$ cat src/rtl/vga_pic_bounce.sv
// Bouncing-picture pixel source between vga_ctrl and a single-port image ROM.
// Moves the picture once per FRAME_DIV frames at end of frame and streams ROM words for covered pixels.
module vga_pic_bounce #(
    parameter int          H_VALID   = 640,
    parameter int          V_VALID   = 480,
    parameter int          H_PIC     = 100,
    parameter int          V_PIC     = 100,
    parameter int          PIC_SIZE  = 10000,
    parameter int          ADDR_W    = 14,
    parameter int          X_STEP    = 1,
    parameter int          Y_STEP    = 1,
    parameter int          FRAME_DIV = 1,
    parameter int          ROM_LAT   = 1,
    parameter logic [15:0] BG_COLOR  = 16'hFFFF
) (
    input  logic              sys_clk,
    input  logic              sys_rst_n,
    input  logic [9:0]        pix_x,
    input  logic [9:0]        pix_y,
    input  logic              run,
    output logic [ADDR_W-1:0] rom_addr,
    output logic              rom_rd_en,
    input  logic [15:0]       rom_data,
    output logic [15:0]       pix_data,
    output logic              hit_edge
);

    localparam int FC_W = (FRAME_DIV > 1) ? $clog2(FRAME_DIV) : 1;

    localparam logic [10:0]       XMAX      = 11'(H_VALID - H_PIC);
    localparam logic [10:0]       YMAX      = 11'(V_VALID - V_PIC);
    localparam logic [10:0]       H_PIC_W   = 11'(H_PIC);
    localparam logic [10:0]       V_PIC_W   = 11'(V_PIC);
    localparam logic [10:0]       X_STEP_W  = 11'(X_STEP);
    localparam logic [10:0]       Y_STEP_W  = 11'(Y_STEP);
    localparam logic [9:0]        X_LAST    = 10'(H_VALID - 1);
    localparam logic [9:0]        Y_LAST    = 10'(V_VALID - 1);
    localparam logic [FC_W-1:0]   FC_LAST   = FC_W'(FRAME_DIV - 1);
    localparam logic [ADDR_W-1:0] ADDR_LAST = ADDR_W'(PIC_SIZE - 1);

    logic [10:0]       x_pos;
    logic [10:0]       y_pos;
    logic              dir_x;
    logic              dir_y;
    logic [FC_W-1:0]   frame_cnt;
    logic [ADDR_W-1:0] addr_cnt;
    logic [ROM_LAT:0]  in_pic_d;
    logic [ROM_LAT:0]  valid_d;

    logic [10:0] px;
    logic [10:0] py;
    logic        pix_valid;
    logic        in_pic;
    logic        eof;
    logic        update;

    logic [10:0] x_nxt;
    logic [10:0] y_nxt;
    logic        dir_x_nxt;
    logic        dir_y_nxt;
    logic        x_hit;
    logic        y_hit;

    // Comparisons run in 11 bits so x_pos + H_PIC never wraps against the 10-bit pixel coordinate.
    assign px        = {1'b0, pix_x};
    assign py        = {1'b0, pix_y};
    assign pix_valid = (pix_x != 10'h3FF) && (pix_y != 10'h3FF);
    assign in_pic    = pix_valid
                       && (px >= x_pos) && (px < x_pos + H_PIC_W)
                       && (py >= y_pos) && (py < y_pos + V_PIC_W);
    assign eof       = (pix_x == X_LAST) && (pix_y == Y_LAST);
    assign update    = eof && run && (frame_cnt == FC_LAST);

    always_ff @(posedge sys_clk or negedge sys_rst_n) begin
        if (!sys_rst_n) begin
            frame_cnt <= '0;
        end else if (eof) begin
            if (!run || frame_cnt == FC_LAST) begin
                frame_cnt <= '0;
            end else begin
                frame_cnt <= frame_cnt + 1'b1;
            end
        end
    end

    // A step that would reach or pass an edge lands exactly on it and reverses in the same update.
    always_comb begin
        x_nxt     = x_pos;
        dir_x_nxt = dir_x;
        x_hit     = 1'b0;
        if (dir_x) begin
            if (x_pos + X_STEP_W >= XMAX) begin
                x_nxt     = XMAX;
                dir_x_nxt = 1'b0;
                x_hit     = 1'b1;
            end else begin
                x_nxt = x_pos + X_STEP_W;
            end
        end else begin
            if (x_pos <= X_STEP_W) begin
                x_nxt     = '0;
                dir_x_nxt = 1'b1;
                x_hit     = 1'b1;
            end else begin
                x_nxt = x_pos - X_STEP_W;
            end
        end

        y_nxt     = y_pos;
        dir_y_nxt = dir_y;
        y_hit     = 1'b0;
        if (dir_y) begin
            if (y_pos + Y_STEP_W >= YMAX) begin
                y_nxt     = YMAX;
                dir_y_nxt = 1'b0;
                y_hit     = 1'b1;
            end else begin
                y_nxt = y_pos + Y_STEP_W;
            end
        end else begin
            if (y_pos <= Y_STEP_W) begin
                y_nxt     = '0;
                dir_y_nxt = 1'b1;
                y_hit     = 1'b1;
            end else begin
                y_nxt = y_pos - Y_STEP_W;
            end
        end
    end

    always_ff @(posedge sys_clk or negedge sys_rst_n) begin
        if (!sys_rst_n) begin
            x_pos    <= '0;
            y_pos    <= '0;
            dir_x    <= 1'b1;
            dir_y    <= 1'b1;
            hit_edge <= 1'b0;
        end else begin
            hit_edge <= update && (x_hit || y_hit);
            if (update) begin
                x_pos <= x_nxt;
                y_pos <= y_nxt;
                dir_x <= dir_x_nxt;
                dir_y <= dir_y_nxt;
            end
        end
    end

    // rom_addr carries the word for the pixel seen last cycle; addr_cnt is the next word to fetch.
    always_ff @(posedge sys_clk or negedge sys_rst_n) begin
        if (!sys_rst_n) begin
            rom_addr  <= '0;
            rom_rd_en <= 1'b0;
            addr_cnt  <= '0;
        end else begin
            rom_rd_en <= in_pic;
            if (in_pic) begin
                rom_addr <= addr_cnt;
            end else if (eof) begin
                rom_addr <= '0;
            end
            if (eof) begin
                addr_cnt <= '0;
            end else if (in_pic) begin
                addr_cnt <= (addr_cnt == ADDR_LAST) ? '0 : addr_cnt + 1'b1;
            end
        end
    end

    always_ff @(posedge sys_clk or negedge sys_rst_n) begin
        if (!sys_rst_n) begin
            in_pic_d <= '0;
            valid_d  <= '0;
            pix_data <= '0;
        end else begin
            in_pic_d <= {in_pic_d[ROM_LAT-1:0], in_pic};
            valid_d  <= {valid_d[ROM_LAT-1:0], pix_valid};
            if (in_pic_d[ROM_LAT]) begin
                pix_data <= rom_data;
            end else if (valid_d[ROM_LAT]) begin
                pix_data <= BG_COLOR;
            end else begin
                pix_data <= '0;
            end
        end
    end

endmodule

$ cat config.mk
export PLATFORM = sky130hd
export DESIGN_NAME = vga_pic_bounce
export DESIGN_NICKNAME = d
export VERILOG_FILES = /design/src/rtl/vga_pic_bounce.sv
export SDC_FILE = /design/constraint.sdc
export NUM_CORES = 1
export LEC_CHECK = 0
export ABC_AREA = 1
export BUFFER_PORTS_ARGS = -buffer_cell sky130_fd_sc_hd__buf_2
export CAP_MARGIN = 20
export CORE_ASPECT_RATIO = 0.8
export CORE_MARGIN = 4
export CORE_UTILIZATION = 55
export CTS_CLUSTER_DIAMETER = 200
export DETAILED_ROUTE_END_ITERATION = 12
export PLACE_DENSITY = 0.8
export SLEW_MARGIN = 20
export SYNTH_ARGS = -nofsm -noshare
export SYNTH_HDL_FRONTEND = slang
export SYNTH_SLANG_ARGS = --single-unit
$ cat constraint.sdc
create_clock -name sys_clk -period 4.4 [get_ports sys_clk]
set_input_delay 0.44 -clock sys_clk [delete_from_list [all_inputs] [get_ports sys_clk]]
set_output_delay 0.44 -clock sys_clk [all_outputs]
set_load 0.03 [all_outputs]
==> flow_metrics.py <==
metrics = {
    "pwr": {
        "internal_power_mw": 1.23,
        "p_leak_nw": 3.20,
        "ir_worst_vdd_mv": 0.215,
        "pwr-share-comb_pct": 12.7,
        "power_frac_seq_pct": 44.3,
        "pwr-share-clk_pct": 42.9,
        "switching_share_pct": 26.5,
        "power_density_mw_per_mm2": 269,
        "total_power_mw": 1.67,
        "p_sw_mw": 0.443,
    },
    "yosys": {
        "syn_area_per_cell_um2": 7.18,
        "syn-num-nets": 857,
        "synth_top_family_by_area": "simple AND/OR/NAND/NOR gates",
        "syn_inst": 771,
        "syn_area_mm2": 0.00554,
        "synth-compound-area-share_pct": 7.59,
        "synthAdderAreaFrac_pct": 10.6,
        "synth-xor-area-share_pct": 7.09,
        "ys_types": 35,
        "synth-seq-area-share_pct": 33.5,
        "ys_seq_elements": 74,
        "synth_simple_gate_area_share_pct": 32.8,
        "ys_warn_count": 0,
        "synth_mux_area_share_pct": 0,
    },
    "finish": {
        "multi_input_area_mm2": 0.00322,
        "syn_to_final_growth_pct": 12.3,
        "layout-drive-gt1-share_pct": 12.1,
        "seq_area_mm2": 0.00185,
        "fin_cells": 968,
        "layout.nets": 913,
        "antenna_cells": 0,
        "nFillCells": 893,
    },
    "sta": {
        "finalMaxSlewViolations": 0,
        "tightestPinTransition_ns": 1.01,
        "finalHoldWorstSlack_ns": 0.180,
        "finalSetupViolations": 0,
        "finClkSkew_ns": 0.00761,
        "setup_tns_ns": 0,
        "fin_crit_sh_pct": 67.0,
        "hold_violations": 0,
        "setup_slack_ns": 1.45,
        "rsz0062_at_grt": "false",
        "slew_headroom_pct": 31.8,
        "max_freq_mhz": 339,
        "fin_crit_ns": 2.95,
    },
    "setup_path": {
        "r2r-start": "y_pos[2]",
        "slowest_stage": "dfrtp_1",
        "r2r_cells": 15,
        "path_common_cell": "nand2_1",
        "crit_path_end_kind": "flip-flop",
        "required_ns": 4.61,
        "cp-start-kind": "flip-flop",
        "path_buf_inv": 0,
        "worst-path-max-fanout": 28,
        "cpPeakStageDelay_ns": 0.49,
        "reg2reg_to": "addr_cnt[3]",
        "arrival_ns": 3.16,
        "critPathKind": "flip-flop to flip-flop",
        "endpoint": "addr_cnt[3]",
        "crit_chain": "ha_1 -> nand2_1 -> nand2_1 -> nand2_1 -> xor2_1 -> ha_1 -> a21o_1 -> nand3_1 -> nand2_1 -> nor2_1 -> nand3_1 -> nor2_1 -> nand2_2 -> nand3_1 -> nand2_1",
        "reg2reg_slack_ns": 1.45,
        "critPathTopFamily": "simple AND/OR/NAND/NOR gates",
        "crit_cells": 15,
        "crit_start": "y_pos[2]",
    },
    "route": {
        "drc": 0,
        "wl_met1_um": 6100,
        "route.antenna.remaining_nets": 0,
        "wl_met2_um": 6610,
        "post_drt_wl_per_cell_um": 14.2,
        "firstDrtPassIters": 5,
        "route.met3.wl_um": 823,
        "route.vias.total": 5262,
        "routed_via_density": 5.44,
        "top_layer_used": "met4",
        "drtIter0Drc": 449,
        "totalWireLength_um": 13800,
    },
    "clock_tree": {
        "numCtsBuffers": 9,
        "cts_tree": "built",
        "h-tree-depth": 3,
        "clock_sink_count": 74,
        "clk_latency_ns": 0.33,
        "clk_path_buf_depth": 2,
        "cts_setup_buffers": 0,
        "clk_pin_slew_ns": 0.06,
        "holdBufCountCts": 0,
        "root_buffer": "clkbuf_16",
        "ctsResizeCount": 0,
    },
    "global_route": {
        "grt_pass1_wl_um": 23500,
        "grt_max_degree": 41,
        "gr-total-overflow": 0,
        "grt_pass1_vias": 5158,
        "grt_util_all_layers_pct": 23.8,
        "antenna_found_initial": 0,
    },
    "floorplanning": {
        "rows": 32,
        "start_util_pct": 56.9,
        "core_mm2": 0.00973,
        "die_w_um": 120,
        "die_h_um": 97.8,
        "die-area_mm2": 0.0118,
        "boundaryPins": 71,
    },
    "placement": {
        "gp_congestion": 0.986,
        "post-place-cells": 952,
        "port-buffer-count": 70,
        "dp_hpwl_um": 10500,
        "preCtsSetupSlack_ns": 1.47,
    },
    "min_path": {
        "hp-class": "input port to asynchronous set/reset pin",
    },
    "status": {
        "outcome": "complete, no violations",
    },
    "job": {
        "cap_violations": 0,
    },
}
## cells in the mapped netlist (all sizes together)
cell type	number	area, um2
a21boi	1	7.51
inv	83	312
xnor2	3	26.3
xor2	41	367
clkinv	1	3.75
buf	18	119
a21oi	38	190
dfrtp	72	1800
a21o	2	15.0
a22oi	8	60.1
o21ai	16	80.1
clkbuf	9	33.8
o22ai	2	12.5
dfstp	2	52.6
or2	1	6.26
nor2	89	352
o21bai	3	22.5
nor3	10	50.1
a31oi	4	25.0
o21a	1	7.51
nand2	200	758
nand3	83	415
nor3b	1	7.51
nand3b	1	7.51
ha	47	588
nor4	5	31.3
nand4	30	188
## cell type report
class,count,area share (%)
Sequential cell,74,29.8
Multi-Input combinational cell,586,51.7
Timing Repair Buffer,72,5.88
Clock buffer,11,3.74
Inverter,84,5.07
Tap cell,136,2.74
Clock inverter,5,1.03
## worst min path at each step
stage / startpoint / endpoint / slack (ns) / depth (start not counted)
floorplan: sys_rst_n / addr_cnt[0] / 0.14 / 0
CTS: sys_rst_n / valid_d[0] / 0.20 / 1
finish: sys_rst_n / pix_data[12] / 0.18 / 1
global placement: valid_d[0] / valid_d[1] / 0.33 / 0
global route: sys_rst_n / pix_data[7] / 0.24 / 1
detailed placement: valid_d[0] / valid_d[1] / 0.34 / 0
## metrics by stage
step	area, um2	util, %
CTS	6220	63.9
global route	6220	63.9
floorplan	5540	-
global placement	5920	60.9
detailed placement	5920	60.9
finish	6220	63.9
## power by group through the flow
stage               registers, mW  clock network (mW)  logic (mW)
global placement            0.752                   0       0.207
floorplan                   0.788                   0      0.0980
detailed placement          0.754                   0       0.214
finish                      0.742               0.719       0.213
global route                0.748               0.761       0.242
CTS                         0.742               0.732       0.215
## sequential cells by signal (all words and copies together), names as in the netlist
signal	cells
rom_addr	14
valid_d	2
pix_data	16
y_pos	11
dir_x	1
dir_y	1
x_pos	11
addr_cnt	14
in_pic_d	2
hit_edge	1
frame_cnt	1
## kinds of logic (layout without fill, tap and decap cells)
family                   Yosys count  count (layout)
buffers and inverters            111             172
AO/OA/AOI/OAI                     75              75
flip-flops                        74              74
XOR/XNOR                          44              44
AND/OR/NAND/NOR                  420             420
adder cells (fa/ha/maj)           47              47
## placed cells by master, fill, tap and decap left out, types with 2 or more instances in the layout
cell       instances
o21bai_1           3
clkbuf_1           2
a31oi_1            4
a21oi_1           38
buf_2             70
nand2_1          197
nor2_1            84
nand2_2            3
clkinv_4           2
ha_1              47
xnor2_1            3
nor3_1            10
a21o_1             2
nand4_1           30
nor4_1             5
o22ai_1            2
clkbuf_16          9
dfrtp_1           72
nor2_2             4
a22oi_1            8
inv_1             80
xor2_1            40
inv_2              3
dfstp_2            2
o21ai_0           15
buf_4              2
nand3_1           83
## per-layer routing
metal / GRT usage [%] / vias up
met5: 0 / -
met3: 4.98 / 21
met2: 39.3 / 184
met4: 7.39 / 0
met1: 31.6 / 2420
li1: - / 2637
(Power assumes the default switching activity.)
